<file path="config.mk">
export PLATFORM = sky130hd
export DESIGN_NAME = hack_cpu16
export DESIGN_NICKNAME = d
export VERILOG_FILES = /design/src/rtl/hack_cpu16.sv
export SDC_FILE = /design/constraint.sdc
export NUM_CORES = 1
export LEC_CHECK = 0
export CAP_MARGIN = 5
export CORE_MARGIN = 8
export CORE_UTILIZATION = 26
export CTS_CLUSTER_SIZE = 25
export DETAILED_ROUTE_END_ITERATION = 10
export PLACE_DENSITY = 0.53
export REMOVE_ABC_BUFFERS = 1
export SYNTH_ARGS = -nofsm -noshare
export SYNTH_HDL_FRONTEND = slang
export SYNTH_HIERARCHICAL = 1
export SYNTH_SLANG_ARGS = --single-unit
</file>
<file path="constraint.sdc">
create_clock -name clk -period 5 [get_ports clk]
set_clock_uncertainty 0.2 [all_clocks]
set_input_delay 0.75 -clock clk [delete_from_list [all_inputs] [get_ports clk]]
set_output_delay 0.75 -clock clk [all_outputs]
set_load 0.01 [all_outputs]
</file>
<file path="src/rtl/hack_cpu16.sv">
// Single-cycle Hack CPU core: A/D/PC registers, Hack ALU, jump logic and memory buses.
// Two 16-bit selectors choose the A-register source and the ALU y operand.

module hack_cpu16_mux16 (
   input  logic [15:0] a_i,
   input  logic [15:0] b_i,
   input  logic        sel_i,
   output logic [15:0] y_o
);

   // Two-way select: sel_i picks b_i
   always_comb begin
      if (sel_i) begin
         y_o = b_i;
      end else begin
         y_o = a_i;
      end
   end

endmodule

module hack_cpu16 #(
   parameter int WIDTH = 16,
   parameter int PC_W  = 15
) (
   input  logic             clk,
   input  logic             reset,
   input  logic [WIDTH-1:0] instruction,
   input  logic [WIDTH-1:0] inM,
   output logic [WIDTH-1:0] outM,
   output logic             writeM,
   output logic [PC_W-1:0]  addressM,
   output logic [PC_W-1:0]  pc
);

   logic [WIDTH-1:0] a_q, a_d;
   logic [WIDTH-1:0] d_q, d_d;
   logic [PC_W-1:0]  pc_q, pc_d;

   logic             is_c_s;
   logic             a_bit_s;
   logic             zx_s, nx_s, zy_s, ny_s, f_s, no_s;
   logic             dest_a_s, dest_d_s, dest_m_s;
   logic [2:0]       jmp_s;
   logic [WIDTH-1:0] y_sel_s;
   logic [WIDTH-1:0] a_src_s;
   logic [WIDTH-1:0] alu_x_s, alu_y_s, alu_r_s;
   logic             zr_s, ng_s, jump_s;
   logic             unused_bits_s;

   assign is_c_s   = instruction[15];
   assign a_bit_s  = instruction[12];
   assign zx_s     = instruction[11];
   assign nx_s     = instruction[10];
   assign zy_s     = instruction[9];
   assign ny_s     = instruction[8];
   assign f_s      = instruction[7];
   assign no_s     = instruction[6];
   assign dest_a_s = instruction[5];
   assign dest_d_s = instruction[4];
   assign dest_m_s = instruction[3];
   assign jmp_s    = instruction[2:0];
   assign unused_bits_s = &{1'b0, instruction[14:13]};

   hack_cpu16_mux16 u_y_mux (
      .a_i   (a_q),
      .b_i   (inM),
      .sel_i (a_bit_s),
      .y_o   (y_sel_s)
   );

   hack_cpu16_mux16 u_a_mux (
      .a_i   (instruction),
      .b_i   (alu_r_s),
      .sel_i (is_c_s),
      .y_o   (a_src_s)
   );

   // Hack ALU; decoded from the instruction bits even for A-instructions
   always_comb begin
      alu_x_s = d_q;
      alu_y_s = y_sel_s;
      alu_r_s = {WIDTH{1'b0}};
      if (zx_s) begin
         alu_x_s = {WIDTH{1'b0}};
      end else begin
         alu_x_s = d_q;
      end
      if (nx_s) begin
         alu_x_s = ~alu_x_s;
      end else begin
         alu_x_s = alu_x_s;
      end
      if (zy_s) begin
         alu_y_s = {WIDTH{1'b0}};
      end else begin
         alu_y_s = y_sel_s;
      end
      if (ny_s) begin
         alu_y_s = ~alu_y_s;
      end else begin
         alu_y_s = alu_y_s;
      end
      if (f_s) begin
         alu_r_s = alu_x_s + alu_y_s;
      end else begin
         alu_r_s = alu_x_s & alu_y_s;
      end
      if (no_s) begin
         alu_r_s = ~alu_r_s;
      end else begin
         alu_r_s = alu_r_s;
      end
   end

   assign zr_s   = (alu_r_s == {WIDTH{1'b0}});
   assign ng_s   = alu_r_s[WIDTH-1];
   assign jump_s = is_c_s & ((jmp_s[2] & ng_s) | (jmp_s[1] & zr_s) | (jmp_s[0] & ~ng_s & ~zr_s));

   // Next-state for A, D and PC; the jump target is the A value before this edge
   always_comb begin
      a_d  = a_q;
      d_d  = d_q;
      pc_d = pc_q + PC_W'(1);
      if (!is_c_s || dest_a_s) begin
         a_d = a_src_s;
      end else begin
         a_d = a_q;
      end
      if (is_c_s && dest_d_s) begin
         d_d = alu_r_s;
      end else begin
         d_d = d_q;
      end
      if (jump_s) begin
         pc_d = a_q[PC_W-1:0];
      end else begin
         pc_d = pc_q + PC_W'(1);
      end
   end

   // State registers with synchronous reset
   always_ff @(posedge clk) begin
      if (reset) begin
         a_q  <= {WIDTH{1'b0}};
         d_q  <= {WIDTH{1'b0}};
         pc_q <= {PC_W{1'b0}};
      end else begin
         a_q  <= a_d;
         d_q  <= d_d;
         pc_q <= pc_d;
      end
   end

   assign outM     = alu_r_s;
   assign writeM   = is_c_s & dest_m_s & ~reset;
   assign addressM = a_q[PC_W-1:0];
   assign pc       = pc_q;

endmodule
</file>
==> impl_metrics.json, run 1 <==
{
  "initialDrtViolationCount": 210,
  "dp_hpwl_um": 11300,
  "final_nets": 746,
  "cts-htree-levels": 2,
  "dieWidth_um": 147,
  "seq_area_frac_synth": 0.210,
  "worst_path_most_repeated_cell": "buf_4",
  "timing_hold_violations_final": 0,
  "firstDrtPassIters": 5,
  "antenna_found_initial": 0,
  "setup_viol": 0,
  "grt_pass1_vias": 4435,
  "diodes": 0,
  "final_antenna_net_count": 0,
  "rr_startpoint": "a_q[0]$_SDFFE_PP0P_",
  "row_count": 48,
  "maxCapViolations": 0,
  "grt_use_total": 0.132,
  "core_area_um2": 17100,
  "worstPathMaxFanout": 4,
  "p_leak_nw": 2.70,
  "postSynth.asyncResetShare": 0,
  "via_per_inst": 4.70,
  "relSlewSlack": 0.520,
  "final_core_util": 0.374,
  "crit_path_max_incr_delay_ns": 0.54,
  "cts_inserted_buffers": 5,
  "io_buffer_count": 80,
  "vias": 4328,
  "timing.final.crit_share": 0.976,
  "critPathLaunch": "inM[3]",
  "hp-start": "d_q[7]$_SDFFE_PP0P_",
  "syn_area_per_cell_um2": 8.15,
  "critPathLaunchType": "input pin",
  "postSynthCellCount": 550,
  "rrSetupSlack_ns": 0.42,
  "wl_per_cell_um": 16.0,
  "synth-edff-count": 0,
  "finalCriticalPeriod_ns": 4.88,
  "yosysUniqueCellTypes": 58,
  "status": "finished, final reports clean",
  "min-delay-path-class": "flop to flop",
  "area_delta_synth_final_pct": 42.3,
  "synthMostInstantiatedCell": "nand2_1",
  "overflow": 0,
  "critPathSlowestCell": "clkdlybuf4s50_1",
  "routabilityCongestion": 0.881,
  "finalNonFillerCells": 920,
  "required_ns": 4.05,
  "grt_pass1_wl_um": 23200,
  "dp_cells": 894,
  "ys_ff_latch": 47,
  "max_freq_mhz": 205,
  "io_pins": 81,
  "yosys-top-cells-count": "nand2_1, xnor2_1, dfxtp_1",
  "synth_ff_type": "dfxtp_1",
  "cts_root_buffer": "clkbuf_16",
  "cts_sinks": 47,
  "tightest_slew_ns": 0.720,
  "synth_warnings": 6,
  "path_clk_slew_ns": 0.07,
  "critPathKind": "input pin to output pin",
  "yosysTopAreaCell": "dfxtp_1",
  "drive_above_1_share": 0.281,
  "syn_area_um2": 4480,
  "cts_tree": "done",
  "grt_max_degree": 64,
  "crit_path_end_kind": "output pin",
  "hold_buffers": 0,
  "critPathTopFamily": "buffers and inverters",
  "clockBufferDepth": 2,
  "synth_top_area_frac": 0.210,
  "ys_top_cells_by_area": "dfxtp_1, xnor2_1, mux2_4",
  "start_util": 0.263,
  "ir_drop_mv": 0.163,
  "crit_buf_inv": 5,
  "routed_wl_um": 14700,
  "clock_latency_ns": 0.29,
  "p_per_area_nw_per_um2": 298,
  "arrival_ns": 3.93,
  "die_h_um": 147,
  "drc_errors": 0,
  "cp_cell_sequence": "clkdlybuf4s50_1, mux2_4, nand2b_1, xnor2_1, ha_1, buf_4, buf_4, and4_4, or4_1, o211ai_1, xor2_1, buf_4, clkdlybuf4s50_1",
  "slew_violations": 0,
  "dieArea_um2": 21700
}
metrics by stage:
step | setup slack [ns] | TNS (ns) | instance area (um^2) | hold WS, ns | power (mW)
after floorplan | 0.0915 | 0 | 4130 | 0.223 | 0.927
after global placement | -0.697 | -15.07 | 5920 | 0.236 | 1.43
after detailed placement | -0.735 | -15.84 | 5920 | 0.250 | 1.44
after CTS | 0.00527 | 0 | 6220 | 0.260 | 1.87
after global routing | -0.0444 | -0.417 | 6380 | 0.284 | 2.02
final | 0.119 | 0 | 6380 | 0.263 | 1.90
path summary, 6_finish.rpt:
| check | cells after the start | to |
|---|---|---|
| worst min-delay path | 2 | d_q[7]$_SDFFE_PP0P_ |
| worst max-delay path | 13 | outM[7] |
| worst max register to register | 17 | pc[10]$_SDFF_PP0_ |
| worst min register to register | 2 | d_q[7]$_SDFFE_PP0P_ |
cell usage in the layout, fill, tap and decap left out, drive strengths merged, types with 6 or more instances in the layout:
master         synthesis  layout
buf                   29     111
xnor2                 50      50
nand3                 11      11
dfxtp                 47      47
o21ai                  8       8
or3                    6       6
clkdlybuf4s50          0      63
xor2                  13      13
mux2                  47      47
a21o                   6       6
nand2b                37      37
clkbuf                21       6
nor2                  40      40
dlygate4sd2            0       8
a211oi                 6       6
nand2                 77      77
inv                    8       8
and3                   7       7
a21oi                 43      43
nor2b                 17      17
ha                    17      17
nor3                   8       8
layer usage:
layer,global-route usage,vias to the layer above,part of all wire
met5,0,-,0
met2,0.210,120,0.44
met1,0.175,2040,0.47
met3,0.0351,21,0.067
met4,0.0260,0,0.016
li1,-,2147,-
where the power goes:
group / internal [mW] / total [mW] / leakage [nW] / switching (mW)
registers: 0.412 / 0.449 / 0.386 / 0.0370
clock network: 0.236 / 0.393 / 0.0838 / 0.157
logic: 0.582 / 1.06 / 2.23 / 0.477
total: 1.23 / 1.90 / 2.70 / 0.671
worst register-to-register path, cell delays in order (launching register included):
cell,delay (ns)
dfxtp_1,0.36
mux2_2,0.27
nand2b_1,0.09
xnor2_1,0.08
ha_2,0.20
fa_2,0.37
a21o_1,0.23
a221oi_4,0.31
buf_4,0.17
xnor2_1,0.05
mux2_2,0.27
or3_1,0.32
mux2i_1,0.18
nand4b_1,0.16
o31a_1,0.32
o311a_4,0.43
buf_12,0.17
mux2_4,0.29
layout make-up:
cell class / count / area [um^2]
fillers: 1786 / 10700
multi-input cells: 444 / 3300
repair buffers: 188 / 1660
flip-flops and latches: 47 / 941
well taps: 225 / 282
clock buffers: 5 / 125
clock inverters: 3 / 43.8
inverters: 8 / 30.0
cell families after synthesis:
family                     after synthesis  synth area share
AOI/OAI and AO/OA                       87             0.126
xor gates and xnor gates                63             0.123
adders and majority gates               18            0.0519
buffers and inverters                   59            0.0849
DFF                                     47             0.210
muxes                                   52             0.154
and+or+nand+nor                        224             0.251
flip-flops by register name, indices dropped and copies added (netlist names):
name / count
d_q: 16
a_q: 16
pc: 15
timing repair:
action / 4_1_cts / 5_1_grt
setup endpoints to repair: 28 / 23
gates resized for setup: 32 / 26
pin swaps: 5 / 25
gates cloned: 2 / 0
buffers inserted: 6 / 9
No activity file was read; power rests on OpenSTA's default activity.
==> run 2: changes to the inputs <==
--- a/config.mk
+++ b/config.mk
@@ -7,10 +7,10 @@
 export LEC_CHECK = 0
 export CAP_MARGIN = 5
 export CORE_MARGIN = 8
-export CORE_UTILIZATION = 26
+export CORE_UTILIZATION = 49
 export CTS_CLUSTER_SIZE = 25
 export DETAILED_ROUTE_END_ITERATION = 10
-export PLACE_DENSITY = 0.53
+export PLACE_DENSITY = 0.84
 export REMOVE_ABC_BUFFERS = 1
 export SYNTH_ARGS = -nofsm -noshare
 export SYNTH_HDL_FRONTEND = slang
==> run 2 against run 1 <==
Effect of this change:
- die area is 43% lower
- combinational power hardly changed
- worst setup slack got worse by 0.11 ns
- clock-buffer cell count unchanged
- via count grew 3.6%
- largest power group unchanged
- flip-flop and latch count is the same
- utilization increased by 30 points
==> impl_metrics.json, run 2 (synthesis gave the netlist of run 1 again) <==
{
  "status": "finished, final reports clean",
  "reg2reg_depth": 16,
  "layout_common_cells": "buf_4, nand2_1, clkdlybuf4s50_1",
  "dieArea_um2": 12500,
  "start_util": 0.494,
  "tightest_slew_ns": 1.17,
  "dieWidth_um": 112,
  "hold_buffers": 0,
  "layout_commonest_cell": "buf_4",
  "io_pins": 81,
  "finalCriticalPeriod_ns": 4.99,
  "dpl_worst_slack_ns": -0.735,
  "row_count": 35,
  "vias": 4482,
  "core_area_um2": 9060,
  "drive_above_1_share": 0.271,
  "critPathLaunchType": "input pin",
  "diodes": 0,
  "path_clk_slew_ns": 0.10,
  "grt_pass1_wl_um": 21200,
  "timing.final.crit_share": 0.998,
  "slew_violations": 0,
  "clock_latency_ns": 0.30,
  "overflow": 0,
  "final_nets": 730,
  "grt_max_degree": 64,
  "crit_path_end_kind": "output pin",
  "routed_wl_um": 14300,
  "max_freq_mhz": 200,
  "required_ns": 4.05,
  "busiest_layer": "met2",
  "p_total_mw": 1.80,
  "initialDrtViolationCount": 312,
  "setup_viol": 0,
  "firstDrtPassIters": 5,
  "whs_path_depth": 2,
  "grt_pass1_vias": 4459,
  "met3_usage": 0.0498,
  "setup_tns_ns": 0,
  "finalNonFillerCells": 790,
  "use_met2": 0.370,
  "rsz0062_at_grt": "true",
  "wl_per_cell_um": 18.1,
  "worstPathMaxFanout": 4,
  "ir_drop_mv": 0.175,
  "multi_input_area_um2": 3370,
  "critPathKind": "input pin to output pin",
  "maxCapViolations": 0,
  "io_buffer_count": 80,
  "drc_errors": 0,
  "area_delta_synth_final_pct": 36.9,
  "clockBufferDepth": 2,
  "holdWs_ns": 0.275,
  "die_h_um": 112,
  "cts_inserted_buffers": 5,
  "stdcell_area_um2": 6140,
  "relSlewSlack": 0.219,
  "dp_cells": 766,
  "arrival_ns": 4.04,
  "antenna_found_initial": 0,
  "layout_setup_ws_ns": 0.0107,
  "seq_area_um2": 941,
  "final_core_util": 0.677,
  "grt_use_total": 0.202,
  "routabilityCongestion": 0.912,
  "dp_hpwl_um": 9880,
  "dpl_cell_area_um2": 5650,
  "p_per_area_nw_per_um2": 293,
  "via_per_inst": 5.67,
  "cts_tree": "done",
  "min-delay-path-class": "flop to flop",
  "nFillCells": 660,
  "final_antenna_net_count": 0,
  "cts_root_buffer": "clkbuf_8",
  "p_leak_nw": 2.63,
  "cts-htree-levels": 2,
  "grt_util_met1": 0.227,
  "cts_sinks": 47,
  "timing_hold_violations_final": 0
}
-- run 2: timing repair --
action,CTS,global route
setup buffers,3,12
resized for setup,20,49
setup endpoints to repair,28,23
pin swaps,3,24
cloned,0,1
endpoints found under the hold margin,0,0
-- run 2: final cells by class --
type / count / share of cell area
clock buffers: 5 / 0.0112
clock inverters: 3 / 0.00714
inverters: 8 / 0.00489
multi-input cells: 444 / 0.549
flip-flops and latches: 47 / 0.153
well taps: 111 / 0.0226
repair buffers: 172 / 0.252
-- run 2: worst max-delay path, stage by stage --
cell	delay (ns)
clkdlybuf4s50_1	0.42
mux2_4	0.29
nand2b_4	0.07
xnor2_1	0.12
ha_1	0.28
a21o_1	0.23
nand2_1	0.08
a31oi_1	0.10
nor3_2	0.26
buf_4	0.17
a211oi_2	0.06
or3_1	0.34
and4b_1	0.22
or4_4	0.52
buf_6	0.14
-- run 2: final timing paths --
kind / start / endpoint / slack (ns)
worst max-delay path: inM[6] / outM[15] / 0.01
worst min-delay path: a_q[15]$_SDFFE_PP0P_ / a_q[15]$_SDFFE_PP0P_ / 0.28
worst max register to register: a_q[0]$_SDFFE_PP0P_ / pc[12]$_SDFF_PP0_ / 0.37
worst min register to register: a_q[15]$_SDFFE_PP0P_ / a_q[15]$_SDFFE_PP0P_ / 0.28
-- run 2: where the power goes --
| group | switching [mW] | internal, mW |
|---|---|---|
| Sequential | 0.0353 | 0.412 |
| Combinational | 0.486 | 0.575 |
| Clock | 0.143 | 0.149 |
| Total | 0.664 | 1.14 |
-- run 2: layer usage --
metal,share of wire,vias to the layer above
li1,-,2116
met3,0.071,34
met2,0.50,189
met4,0.025,0
met5,0,-
met1,0.40,2143
==> run 3: changes to the inputs <==
--- a/config.mk
+++ b/config.mk
@@ -11,6 +11,7 @@
 export CTS_CLUSTER_SIZE = 25
 export DETAILED_ROUTE_END_ITERATION = 10
 export PLACE_DENSITY = 0.84
+export RECOVER_POWER = 50
 export REMOVE_ABC_BUFFERS = 1
 export SYNTH_ARGS = -nofsm -noshare
 export SYNTH_HDL_FRONTEND = slang
==> constraint.sdc (replaced) <==
create_clock -name clk -period 5 [get_ports clk]
set_clock_uncertainty 0.2 [all_clocks]
set_input_delay 1.5 -clock clk [delete_from_list [all_inputs] [get_ports clk]]
set_output_delay 1.5 -clock clk [all_outputs]
set_load 0.01 [all_outputs]
==> run 3 against run 2 <==
Effect of this change:
- design area grew 15%
- clock power is 5% higher
- largest power group unchanged
- wire length grew 30%
- the flow now finishes with violations (setup timing)
- first-iteration DRC count increased by 21%
- sequential power is essentially flat
- clock-buffer cell count unchanged
==> impl_metrics.json, run 3 (synthesis gave the netlist of run 1 again) <==
{
  "initialDrtViolationCount": 379,
  "switching_share": 0.386,
  "tightest_slew_ns": 0.815,
  "status": "finished, violations left",
  "reg2reg_depth": 21,
  "p_per_area_nw_per_um2": 301,
  "intPower_mw": 1.31,
  "cts_tree": "done",
  "routed_wl_um": 18600,
  "drc_errors": 0,
  "path_clk_slew_ns": 0.10,
  "row_count": 35,
  "min-delay-path-class": "flop to flop",
  "clock_latency_ns": 0.33,
  "p_leak_nw": 3.19,
  "critPathLaunch": "instruction[12]",
  "diodes": 0,
  "cts_root_buffer": "clkbuf_8",
  "final_core_util": 0.780,
  "required_ns": 3.30,
  "area_delta_synth_final_pct": 57.8,
  "cts_sinks": 47,
  "wl_per_cell_um": 21.7,
  "slew_violations": 0,
  "crit_path_max_incr_delay_ns": 0.54,
  "max_freq_mhz": 159,
  "critPathSlowestCell": "or4_4",
  "drive_above_1_share": 0.428,
  "rr_startpoint": "a_q[0]$_SDFFE_PP0P_",
  "worstPathMaxFanout": 4,
  "die_h_um": 112,
  "critPathLaunchType": "input pin",
  "maxCapViolations": 0,
  "arrival_ns": 4.58,
  "p_total_mw": 2.13,
  "grt_max_degree": 63,
  "grt_use_total": 0.255,
  "io_buffer_count": 80,
  "rr_endpoint": "pc[0]$_SDFF_PP0_",
  "rrSetupSlack_ns": 0.04,
  "grt_pass1_vias": 5292,
  "cts-htree-levels": 2,
  "routabilityCongestion": 0.928,
  "crit_path_end_kind": "output pin",
  "start_util": 0.494,
  "relSlewSlack": 0.457,
  "rsz0062_at_grt": "true",
  "critPathKind": "input pin to output pin",
  "antenna_found_initial": 0,
  "pwr-share-clk": 0.144,
  "via_per_inst": 5.99,
  "dieArea_um2": 12500,
  "dp_hpwl_um": 10600,
  "vias": 5119,
  "switching_power_mw": 0.822,
  "whs_path_depth": 2,
  "cts_inserted_buffers": 5,
  "layout_commonest_cell": "buf_4",
  "critPathCapture": "outM[15]",
  "final_antenna_net_count": 0,
  "core_area_um2": 9060,
  "cp_cell_sequence": "buf_8, buf_6, mux2_4, nand2b_4, xnor2_2, ha_4, a21oi_2, and2_4, a21oi_2, nor3_2, a211oi_2, or3_4, and4b_1, or4_4, buf_6",
  "timing_hold_violations_final": 0,
  "firstDrtPassIters": 5,
  "dieWidth_um": 112,
  "p_comb_frac": 0.648,
  "finalCriticalPeriod_ns": 6.28,
  "ir_drop_mv": 0.174,
  "seqPwrFrac": 0.208,
  "final_nets": 794,
  "grt_pass1_wl_um": 25900,
  "overflow": 0,
  "violations": "setup timing",
  "layout_setup_ws_ns": -1.28,
  "timing.final.crit_share": 1.26,
  "io_pins": 81,
  "layout_common_cells": "buf_4, nand2_1, dfxtp_1",
  "clockBufferDepth": 2,
  "hold_buffers": 0,
  "setup_viol": 31
}
-- run 3: changes by cell type in the layout (fill, tap and decap cells not counted), sizes merged --
cell	previous run	this run
bufbuf	0	1
dlygate4sd3	0	30
dlymetal6s2s	6	1
clkdlybuf4s50	62	18
clkbuf	7	5
buf	94	172
dlygate4sd2	7	11
clkdlybuf4s15	1	3
-- run 3: per-layer routing --
| layer | share of wire | routed length, um | track usage |
|---|---|---|---|
| met3 | 0.075 | 1400 | 0.0530 |
| met2 | 0.50 | 9220 | 0.458 |
| met1 | 0.37 | 6880 | 0.273 |
| met5 | 0 | 0 | 0 |
| met4 | 0.058 | 1080 | 0.139 |
-- run 3: worst max-delay path: cells and delay by family --
family | cells | cell delay [ns]
adders and majority gates | 1 | 0.27
muxes | 1 | 0.32
buffers and inverters | 3 | 0.36
xor gates and xnor gates | 1 | 0.16
AOI/OAI and AO/OA | 3 | 0.33
and+or+nand+nor | 6 | 1.62
-- run 3: what timing repair did --
action,in CTS,in global routing
pin swaps,67,54
gates resized for setup,168,59
endpoints found under the setup margin,41,34
buffers inserted,43,18
cloned,2,0
-- run 3: cell type report --
| cell class | instances | area (um^2) |
|---|---|---|
| Sequential cell | 47 | 941 |
| Clock buffer | 5 | 68.8 |
| Multi-Input combinational cell | 444 | 3750 |
| Inverter | 8 | 30.0 |
| Tap cell | 111 | 139 |
| Timing Repair Buffer | 236 | 2100 |
| Clock inverter | 3 | 43.8 |
| Fill cell | 512 | 1990 |
-- run 3: power groups by stage --
stage	combinational, mW	clock [mW]	sequential [mW]
floorplan	0.471	0	0.456
global placement	0.974	0	0.446
detailed placement	0.995	0	0.448
CTS	1.20	0.299	0.440
global route	1.45	0.315	0.447
finish	1.38	0.306	0.444
-- run 3: worst min-delay path by stage --
stage,endpoint,startpoint,slack (ns)
final,d_q[15]$_SDFFE_PP0P_,d_q[15]$_SDFFE_PP0P_,0.28
after global routing,d_q[15]$_SDFFE_PP0P_,d_q[15]$_SDFFE_PP0P_,0.29
after CTS,d_q[5]$_SDFFE_PP0P_,d_q[5]$_SDFFE_PP0P_,0.26
after detailed placement,d_q[5]$_SDFFE_PP0P_,d_q[5]$_SDFFE_PP0P_,0.25
after global placement,d_q[1]$_SDFFE_PP0P_,d_q[1]$_SDFFE_PP0P_,0.24
after floorplan,a_q[15]$_SDFFE_PP0P_,a_q[15]$_SDFFE_PP0P_,0.22
-- run 3: through the flow --
stage	hold WS [ns]	TNS (ns)	cell area, um^2	instances	worst slack (ns)
after floorplan	0.223	-14.12	4130	499	-0.821
after global placement	0.242	-55.06	5890	796	-2.01
after detailed placement	0.247	-59.50	5890	796	-2.09
after CTS	0.261	-25.12	6680	849	-1.13
after global routing	0.292	-31.28	7070	854	-1.35
final	0.278	-28.84	7070	854	-1.28
